==> src/rtl/mult_nibble_seq_pkg.sv <==
// Shared constants for the sequential nibble multiplier: FSM encodings and nibble width.
package mult_nibble_seq_pkg;

  localparam logic [1:0] ST_IDLE = 2'd0;
  localparam logic [1:0] ST_RUN  = 2'd1;
  localparam logic [1:0] ST_DONE = 2'd2;

  localparam int NIB_W = 4;

endpackage

==> src/rtl/shift_add_mult4.sv <==
// Combinational 4x4 unsigned shift-add multiplier producing an 8-bit product.
module shift_add_mult4 (
  input  logic [3:0] a,
  input  logic [3:0] b,
  output logic [7:0] prod
);

  // Sum of a shifted by each set bit of b
  always_comb begin
    prod = 8'd0;
    for (int k = 0; k < 4; k++) begin
      if (b[k]) begin
        prod = prod + ({4'd0, a} << k);
      end else begin
        prod = prod;
      end
    end
  end

endmodule

==> src/rtl/mult_nibble_seq.sv <==
// Sequential NxN unsigned multiplier: one nibble-pair multiply-accumulate per cycle,
// with valid/ready handshakes on operands and result.
module mult_nibble_seq #(
  parameter int N = 16
) (
  input  logic           clk,
  input  logic           rst,
  input  logic           in_valid,
  output logic           in_ready,
  input  logic [N-1:0]   a,
  input  logic [N-1:0]   b,
  output logic           out_valid,
  input  logic           out_ready,
  output logic [2*N-1:0] p,
  output logic           busy
);
  import mult_nibble_seq_pkg::*;

  localparam int NIB = N / NIB_W;
  localparam int CW  = $clog2(NIB * NIB);
  localparam int IW  = (NIB > 1) ? $clog2(NIB) : 1;
  localparam int SW  = $clog2(2 * N);
  localparam logic [CW-1:0] LAST = CW'(NIB * NIB - 1);

  logic [1:0]       state_r;
  logic [CW-1:0]    cnt_r;
  logic [N-1:0]     a_r;
  logic [N-1:0]     b_r;
  logic [2*N-1:0]   p_r;

  logic [NIB_W-1:0] a_nib_s [NIB];
  logic [NIB_W-1:0] b_nib_s [NIB];
  logic [IW-1:0]    i_s;
  logic [IW-1:0]    j_s;
  logic [IW:0]      ij_s;
  logic [SW-1:0]    shift_s;
  logic [NIB_W-1:0] nib_a_s;
  logic [NIB_W-1:0] nib_b_s;
  logic [7:0]       pp_s;
  logic [2*N-1:0]   pp_ext_s;
  logic             in_ready_s;
  logic             accept_s;

  for (genvar k = 0; k < NIB; k++) begin : g_nib
    assign a_nib_s[k] = a_r[k*NIB_W +: NIB_W];
    assign b_nib_s[k] = b_r[k*NIB_W +: NIB_W];
  end

  // Nibble selection and placement of the partial product at offset 4*(i+j)
  always_comb begin
    i_s      = IW'(cnt_r % CW'(NIB));
    j_s      = IW'(cnt_r / CW'(NIB));
    nib_a_s  = a_nib_s[i_s];
    nib_b_s  = b_nib_s[j_s];
    ij_s     = {1'b0, i_s} + {1'b0, j_s};
    shift_s  = SW'({ij_s, 2'b00});
    pp_ext_s = {{(2*N-8){1'b0}}, pp_s} << shift_s;
  end

  shift_add_mult4 u_mult4 (
    .a    (nib_a_s),
    .b    (nib_b_s),
    .prod (pp_s)
  );

  // Handshake decode; a consumed result frees the slot in the same cycle
  always_comb begin
    in_ready_s = (state_r == ST_IDLE) | ((state_r == ST_DONE) & out_ready);
    accept_s   = in_valid & in_ready_s;
  end

  assign in_ready  = in_ready_s;
  assign out_valid = (state_r == ST_DONE);
  assign busy      = (state_r == ST_RUN);
  assign p         = p_r;

  // FSM, counter, operand capture and product accumulation
  always_ff @(posedge clk) begin
    if (rst) begin
      state_r <= ST_IDLE;
      cnt_r   <= '0;
      a_r     <= '0;
      b_r     <= '0;
      p_r     <= '0;
    end else begin
      case (state_r)
        ST_IDLE: begin
          if (accept_s) begin
            a_r     <= a;
            b_r     <= b;
            p_r     <= '0;
            cnt_r   <= '0;
            state_r <= ST_RUN;
          end
        end
        ST_RUN: begin
          p_r   <= p_r + pp_ext_s;
          cnt_r <= cnt_r + CW'(1);
          if (cnt_r == LAST) begin
            state_r <= ST_DONE;
          end
        end
        ST_DONE: begin
          if (accept_s) begin
            a_r     <= a;
            b_r     <= b;
            p_r     <= '0;
            cnt_r   <= '0;
            state_r <= ST_RUN;
          end else if (out_ready) begin
            state_r <= ST_IDLE;
          end
        end
        default: begin
          state_r <= ST_IDLE;
          cnt_r   <= '0;
        end
      endcase
    end
  end

endmodule

==> config.mk <==
export PLATFORM = sky130hd
export DESIGN_NAME = mult_nibble_seq
export DESIGN_NICKNAME = d
export VERILOG_FILES = /design/src/rtl/mult_nibble_seq_pkg.sv /design/src/rtl/shift_add_mult4.sv /design/src/rtl/mult_nibble_seq.sv
export SDC_FILE = /design/constraint.sdc
export NUM_CORES = 1
export LEC_CHECK = 0
export ABC_AREA = 1
export BUFFER_PORTS_ARGS = -buffer_cell sky130_fd_sc_hd__buf_2
export CAP_MARGIN = 20
export CORE_MARGIN = 1
export CORE_UTILIZATION = 55
export DETAILED_ROUTE_END_ITERATION = 10
export PLACE_DENSITY = 0.77
export SKIP_CTS_REPAIR_TIMING = 1
export SYNTH_ARGS = -nofsm -noshare
export SYNTH_HDL_FRONTEND = slang
export SYNTH_SLANG_ARGS = --single-unit
export TNS_END_PERCENT = 10
==> constraint.sdc <==
create_clock -name clk -period 9.1 [get_ports clk]
set_input_delay 0.91 -clock clk [delete_from_list [all_inputs] [get_ports clk]]
set_output_delay 0.91 -clock clk [all_outputs]
set_load 0.005 [all_outputs]
* Yosys cells after proc, flatten, opt, wreduce, memory -nomap -nowiden *
Cells that the tools add are included.

operators by class
  add/subtract/negate cells = 6
  magnitude comparators = 2
  eq/ne operators = 7
  shifts and indexed selects = 1
  mux-type cells = 19
  bitwise gates (word level) = 5
  reductions and logical operators = 6

operator list
  operator                                               count
  one-hot mux 32 bit (2 select lines)                    1
  adder 32 bit                                           1
  two-way mux 32 bit                                     1
  << shifter 8 x 5 -> 32 bit                             1
  two-way mux 4 bit                                      6
  two-way mux 8 bit                                      3
  binary-select mux 4 bit (select 2 bit)                 2
  adder 8 x 5 -> 8 bit                                   1
  adder 8 x 6 -> 8 bit                                   1
  adder 8 x 7 -> 8 bit                                   1
  two-way mux 2 bit                                      4
  one-hot mux 4 bit (2 select lines)                     1
  >= comparator 3 bit, second input constant             2
  inverter 2 -> 3 bit                                    2
  one-hot mux 2 bit (3 select lines)                     1
  adder 4 x 1 -> 4 bit, second input constant            1
  == test 4 bit, second input constant                   1
  inequality test 2 x 1 -> 1 bit, second input constant  2
  AND reduction 2 bit                                    2
  adder 2 x 2 -> 3 bit                                   1
  inequality test 3 x 1 -> 1 bit, second input constant  1
  AND reduction 3 bit                                    1
  bitwise AND 1 bit                                      2
  == test 2 x 1 -> 1 bit, second input constant          1
  other kinds (6)                                        6

storage, ports and cells
  bits in registers = 70
  bits of input ports = 36

* Longest topological paths before layout *
Gate-level depths: netlist of run 1.

  depth after elaboration = 14
  gate-level depth with buffers = 55

* Modules after synthesis *
Synthesis of run 1 repeated with hierarchy kept, for this count alone.

unflattened totals
  cells, all modules = 1027
  area total of the unflattened synthesis = 6014.5 um^2

modules (own cells, without submodules)
  module           times used  cells an instance  area each (um^2)  sequential area each (um^2)
  mult_nibble_seq  1           928                5398.9            1401.3
  shift_add_mult4  1           99                 615.6             0.0

* Least setup slack after synthesis of run 1 *
No wires, ideal clock.

  path kind = reg2reg
  start point = register cnt_r[1]
  end point = register p_r[26] (netlist: p[26])
  setup time = 0.132 ns
  arrival time = 5.040 ns
  setup slack = 3.928 ns
  cell stages (with the launch flop) = 53
  clock period less this slack = 5.172 ns
  cells stage by stage = dfxtp_1 buf_2 inv_2 nand3_1 nand2_2 inv_2 a21oi_1 ha_1 ha_1 inv_1 nand2_2 inv_1 nand2_2 nand3_2 nand2_2 nand2_2 nand2_1 inv_1 [... 17 more ...] nand2_1 a21oi_1 nor2_1 nor2_1 o21ai_1 inv_2 nor2_2 nor2_1 o21ai_2 a21oi_1 nor2_1 nand2_1 nand2_1 nand2_1 nand2_1 nand2_1 nand3_1 a21oi_1

between the ends
  longest elaborated chain between the ends = 14
  elaborated cells on any way between the ends = 15
  classes of those cells = 5 x add/sub; 1 x shift; 8 x mux; 1 x bitwise

ends and longest elaborated chain
  element                                               RTL line               RTL
  from (decl)                                           mult_nibble_seq.sv:26  logic [CW-1:0] cnt_r;
  from (signal assigned)                                mult_nibble_seq.sv:98  cnt_r <= cnt_r + CW'(1);
  inverter 2 -> 3 bit (implied by the code)             mult_nibble_seq.sv:53  nib_a_s = a_nib_s[i_s];
  binary-select mux 4 bit (select 2 bit)                mult_nibble_seq.sv:53
  two-way mux 4 bit (implied by the code) (2 in a row)  mult_nibble_seq.sv:53
  two-way mux 4 bit                                     shift_add_mult4.sv:12  if (b[k]) begin
  adder 8 x 5 -> 8 bit                                  shift_add_mult4.sv:13  prod = prod + ({4'd0, a} << k);
  two-way mux 8 bit                                     shift_add_mult4.sv:12
  adder 8 x 6 -> 8 bit                                  shift_add_mult4.sv:13
  two-way mux 8 bit                                     shift_add_mult4.sv:12
  adder 8 x 7 -> 8 bit                                  shift_add_mult4.sv:13
  two-way mux 8 bit                                     shift_add_mult4.sv:12
  << shifter 8 x 5 -> 32 bit (*)                        mult_nibble_seq.sv:57  pp_ext_s = {{(2*N-8){1'b0}}, pp_s} << shift_s;
  adder 32 bit (*)                                      mult_nibble_seq.sv:97  p_r <= p_r + pp_ext_s;
  one-hot mux 32 bit (2 select lines) (*)               mult_nibble_seq.sv:86  case (state_r)
  to (signal assigned)                                  mult_nibble_seq.sv:97
  to (decl)                                             mult_nibble_seq.sv:29  logic [2*N-1:0] p_r;

Mark *: on every way between the ends. The rest lies on a longest branch, timed or not. The select of a mux whose other input is x is not followed.
A chain may end at the register's enable or synchronous reset.

* Final worst setup path of run 1 *
  start point = register cnt_r[0]
  end point = register p_r[26] (netlist: p[26])

Same word-level chain as after synthesis.

==> metrics.cfg, run 1 <==
[run_status]
status=finished clean

[die]
io_pins=71
die_height_um=101
core_area_sq_mm=0.00937
initial_core_util=0.575
die_area_sq_mm=0.0102
fp.dieW_um=101
rows=35

[timing]
tightest_slew_ns=0.969
fin_crit_ns=6.56
finClkSkew_ns=0.0117
hold_viol_final=0
setup_violations=0
rsz0062_at_grt=false
slew_headroom=0.354
slew_viol_final=0
fin_ws_ns=2.54
period_share=0.720
fin_tns_setup_ns=0
max_freq_ghz=0.153

[grt]
grt_first_pass_wirelength_um=24600
antenna_found_initial=0
grt_max_degree=56
gr-total-overflow=0
track_usage=0.307
grt_pass1_vias=5226

[detailed_routing]
drc_errors=0
drt_wl_total_um=14700
wl_per_cell_um=14.3
drt_iter0_markers=441
ant_nets=0
via_per_inst=5.59
first_pass_iters=6
vias=5722

[cts]
clkLatencyLatePin_ns=0.37
clk_path_buf_depth=2
cts.sinks=70
cts_buffers=9
cts_tree=yes
cts_htree_levels=3
cts.clk_slew.worst_paths_ns=0.10
cts_root_buffer=clkbuf_8

[setup_path]
critPathBufInv=8
start_kind=flip-flop
crit_type=flip-flop to flip-flop
cp_data_required_time_ns=9.31
cp_top_family=simple AND/OR/NAND/NOR gates
r2r_start=cnt_r[0]$_SDFFE_PP0P_
slowest_delay_ns=0.66
reg2reg_slack_ns=2.54
critPathMaxFanout=13
critPathArrivalTime_ns=6.77
critPathMostFrequentCell=nand2_1
critPathSlowestCell=dfxtp_1
cp-end-kind=flip-flop
startpoint=cnt_r[0]$_SDFFE_PP0P_

[final_layout]
post-route-util=0.640
fillers=925
n_antenna_cell=0
nets=971
drive_gt1_frac=0.161
area_growth_pct=11.3

[logic_synthesis]
syn_avg_cell_area_sq_um=6.44
syn-instance-count=836
yosysSeqAreaShare=0.260
synth_ff_type=dfxtp_1
synth_cell_types=47
yosys_warnings=0
ys_seq_elements=70
synth_top_area_share=0.260
synth_area_sq_mm=0.00539
synth_fp_nets=917
synth-edff-count=0
yosysTopAreaCell=dfxtp_1
synthTopCellsByArea=dfxtp_1 26%, nand2_1 13%, a21oi_1 13%
async_flop_share=0

[placement]
dpl_worst_slack_ns=2.68
hpwl_um=11200
place.port_buffers=70
gp_congestion=0.934

[job]
cap_violations=0

[power]
p_total_uw=764
power.density_mw_per_mm2=127
p_leak_nw=2.95
ir_drop_mv=0.109

[hold_path]
min_path_type=flip-flop to flip-flop
hold_start=b_r[12]$_SDFFE_PP0P_

==> placed cells by master, fill, tap and decap left out, drive strengths merged <==
cell type / count
nand2: 208
inv: 109
dfxtp: 70
a32oi: 1
a21o: 2
clkinv: 1
nor3b: 1
mux2i: 2
nand4: 4
o211ai: 2
or2: 5
buf: 73
fa: 2
o21ai: 78
o21a: 1
a21oi: 136
nor4: 3
a221oi: 4
ha: 43
nor2: 65
nor3: 2
o31ai: 2
xnor2: 1
xor2: 2
a211o: 1
o22ai: 4
a211oi: 2
clkbuf: 9
a31oi: 3
o21bai: 3
nand3: 49
nand3b: 6
clkinvlp: 1
==> metal layers <==
layer,track usage,part of all wire
met1,0.417,0.47
met2,0.493,0.44
met3,0.0527,0.068
met4,0.103,0.020
met5,0,0
==> metrics by stage <==
step                      hold slack (ns)  area [sq um]  cells
after detailed placement            0.444          5770   1007
after global placement              0.441          5770   1007
after global routing                0.475          6000   1024
after CTS                           0.457          5970   1023
after floorplan                     0.423          5390    836
final                               0.453          6000   1024
==> sequential cells by signal, summed over array words and instances (netlist names) <==
register	flops
state_r	2
cnt_r	4
a_r	16
b_r	16
p	32
==> tightest hold or removal path, cell delays in order, from the launching register on <==
cell and delay (ns):
dfxtp_1 0.32, inv_2 0.05, a21oi_1 0.05
==> synthesized netlist by cell type (2+ instances only) <==
cell and count:
a211oi_1 2, a21o_1 2, a21oi_1 135, a221oi_1 4, a31oi_1 3, buf_2 5
buf_6 2, clkbuf_1 22, dfxtp_1 70, fa_1 2, ha_1 43, inv_1 91
inv_2 12, mux2i_1 2, nand2_1 186, nand2_2 20, nand2_4 2, nand3_1 37
nand3_2 11, nand3b_1 6, nand4_1 4, nor2_1 64, nor3_1 2, nor4_1 3
o21ai_0 67, o21ai_1 8, o21ai_2 3, o21bai_1 2, o22ai_1 4, o31ai_1 2
or2_1 4
==> worst paths after layout <==
kind | to | cells after the start
min reg2reg | b_r[12]$_SDFFE_PP0P_ | 2
min | b_r[12]$_SDFFE_PP0P_ | 2
max reg2reg | p[26]$_SDFFE_PP0P_ | 52
max | p[26]$_SDFFE_PP0P_ | 52
==> cells by family after synthesis <==
kind of cell / Yosys count / synth area share
muxes: 2 / 0.00372
buffers and inverters: 134 / 0.0980
AOI/OAI and AO/OA: 239 / 0.238
xor gates and xnor gates: 3 / 0.00627
and+or+nand+nor: 343 / 0.286
DFF: 70 / 0.260
adders and majority gates: 45 / 0.107
==> where the power goes <==
group	total, mW	internal [mW]	switching, mW
sequential	0.331	0.321	0.00959
clock	0.261	0.109	0.152
combinational	0.173	0.0571	0.116
==> layout make-up <==
cell class,count,area [sq um],area share
Multi-Input combinational cell,632,3460,0.576
Inverter,104,390,0.0651
Timing Repair Buffer,73,393,0.0655
Clock inverter,7,70.1,0.0117
Tap cell,129,161,0.0269
Clock buffer,9,124,0.0207
Sequential cell,70,1400,0.234
Power figures use the tool's default switching activity.
==> run 2, diff against run 1 <==
- CORE_UTILIZATION: 55 -> 53
- clock period: 9.1 -> 5.3 ns (I/O delays scaled with it)
==> run 2 against run 1 <==
Against the previous run:
- fmax grew 19%
- critical path type unchanged
- final cell count grew 9.4%
- the flow now finishes with violations (setup timing)
- sequential share of layout area shrank 3.3 points
- routed wire length grew 9.8%
- largest cell class unchanged
- utilization grew 7.5 points
==> metrics.cfg, run 2 (same netlist as run 1, synthesis figures left out) <==
[run_status]
status=complete, but fails checks  ; was finished clean
violations=setup timing

[final_layout]
nets=1063  ; was 971
fillers=836  ; was 925
area_growth_pct=30.4  ; was 11.3%
largest_reg_flops=32  ; unchanged
final_common_cell=nand2_1  ; unchanged
layout_common_cells=169 x nand2_1, 124 x a21oi_1, 91 x buf_4  ; was 186 x nand2_1, 135 x a21oi_1, 91 x inv_1
drive_gt1_frac=0.306  ; was 0.161
n_antenna_cell=0  ; unchanged
final_cells=1120  ; was 1024
final_area_sq_mm=0.00702  ; was 0.00600 sq mm

[die]
fp.dieW_um=103  ; was 101 um
die_height_um=103  ; was 101 um
rows=36  ; was 35
initial_core_util=0.548  ; was 0.575
core_area_sq_mm=0.00982  ; was 0.00937 sq mm
die_area_sq_mm=0.0106  ; was 0.0102 sq mm
io_pins=71  ; unchanged

[detailed_routing]
first_pass_iters=5  ; was 6
drt_iter0_markers=430  ; was 441
wl_per_cell_um=14.4  ; was 14.3 um
drc_errors=0  ; unchanged
ant_nets=0  ; unchanged
vias=6221  ; was 5722
drt_wl_total_um=16100  ; was 14700 um
via_per_inst=5.55  ; was 5.59

[placement]
hpwl_um=11100  ; was 11200 um
gp_congestion=0.936  ; was 0.934
dpl_worst_slack_ns=-0.271  ; was 2.68 ns
place_area_sq_mm=0.00631  ; was 0.00577 sq mm
post-place-cells=1082  ; was 1007
place.port_buffers=70  ; unchanged

[grt]
grt_first_pass_wirelength_um=24100  ; was 24600 um
grtUsageMet3=0.0617  ; was 0.0527
busiest_layer=met2  ; unchanged
grtUsageMet1=0.380  ; was 0.417
grt_max_degree=56  ; unchanged
antenna_found_initial=0  ; unchanged
gr-total-overflow=0  ; unchanged
track_usage=0.293  ; was 0.307
grt_use_met2=0.475  ; was 0.493
grt_pass1_vias=5346  ; was 5226

[timing]
slew_headroom=0.333  ; was 0.354
setup_violations=18  ; was 0
rsz0062_at_grt=true  ; was false
fin_crit_ns=5.50  ; was 6.56 ns
fin_ws_ns=-0.200  ; was 2.54 ns
finClkSkew_ns=0.0102  ; was 0.0117 ns
max_freq_ghz=0.182  ; was 0.153 GHz
hold_viol_final=0  ; unchanged
tightest_slew_ns=1.00  ; was 0.969 ns
period_share=1.04  ; was 0.720
slew_viol_final=0  ; unchanged

[setup_path]
critPathMaxFanout=8  ; was 13
critPathArrivalTime_ns=5.72  ; was 6.77 ns
critPathMostFrequentCell=nand2_1  ; unchanged
critPathBufInv=6  ; was 8
cp_top_family=simple AND/OR/NAND/NOR gates  ; unchanged
cp-end-kind=flip-flop  ; unchanged
cp_data_required_time_ns=5.52  ; was 9.31 ns
crit_type=flip-flop to flip-flop  ; unchanged
critPathSlowestCell=dfxtp_4  ; was dfxtp_1
start_kind=flip-flop  ; unchanged
slowest_delay_ns=0.37  ; was 0.66 ns

[hold_path]
min_path_type=input pin to flip-flop  ; was flip-flop to flip-flop

[power]
p_total_mw=1.48  ; was 764 uW
power.density_mw_per_mm2=211  ; was 127 mW/mm^2
p_leak_nw=3.46  ; was 2.95 nW
ir_drop_mv=0.204  ; was 0.109 mV

[cts]
cts_root_buffer=clkbuf_8  ; unchanged
cts_tree=yes  ; unchanged
cts_htree_levels=3  ; unchanged
cts_buffers=9  ; unchanged
cts.sinks=70  ; unchanged
cts.clk_slew.worst_paths_ns=0.09  ; was 0.10 ns
clkLatencyLatePin_ns=0.37  ; about the same
clk_path_buf_depth=2  ; unchanged

[job]
cap_violations=0  ; unchanged

[run 2: power breakdown]
part | leakage, nW | internal [mW] | total, mW | switching, mW
registers | 0.573 | 0.552 | 0.565 | 0.0133
logic | 2.77 | 0.164 | 0.397 | 0.232
clock network | 0.116 | 0.272 | 0.518 | 0.246
[run 2: final timing paths]
| path | from | to | slack [ns] | depth (start not counted) |
|---|---|---|---|---|
| setup / recovery | cnt_r[0]$_SDFFE_PP0P_ | p[26]$_SDFFE_PP0P_ | -0.20 | 47 |
| hold reg to reg | b_r[11]$_SDFFE_PP0P_ | b_r[11]$_SDFFE_PP0P_ | 0.46 | 2 |
| setup reg to reg | cnt_r[0]$_SDFFE_PP0P_ | p[26]$_SDFFE_PP0P_ | -0.20 | 47 |
| hold / removal | b[3] | b_r[3]$_SDFFE_PP0P_ | 0.40 | 3 |
[run 2: metal layers]
metal / vias up / share of wire
met2: 251 / 0.47
li1: 3076 / -
met1: 2853 / 0.43
met5: - / 0
met3: 41 / 0.073
met4: 0 / 0.026
[run 2: cell type report]
| class | instances | area, sq um | share of cell area |
|---|---|---|---|
| clock buffer | 9 | 124 | 0.0176 |
| clock inverter | 7 | 106 | 0.0151 |
| inverter | 104 | 393 | 0.0559 |
| multi-input combinational | 632 | 3730 | 0.531 |
| sequential | 70 | 1410 | 0.200 |
| tap | 133 | 166 | 0.0237 |
| timing repair buffer | 165 | 1090 | 0.156 |
[run 2: metrics by stage]
step | hold WS [ns] | utilization | setup TNS (ns)
2_1_floorplan | 0.423 | - | 0
3_3_place_gp | 0.441 | 0.643 | -0.0647
3_5_place_dp | 0.454 | 0.643 | -2.59
4_1_cts | 0.393 | 0.666 | -3.67
5_1_grt | 0.395 | 0.715 | -10.80
6_report | 0.395 | 0.715 | -2.24
[run 2: worst reg2reg max path: cells and delay by family, from the launching register on]
| family | cells | cell delay, ns |
|---|---|---|
| adder cells (fa/ha/maj) | 6 | 1.37 |
| XOR/XNOR | 1 | 0.18 |
| AND/OR/NAND/NOR | 27 | 2.12 |
| flip-flops | 1 | 0.37 |
| AO/OA/AOI/OAI | 7 | 0.89 |
| buffers and inverters | 6 | 0.43 |
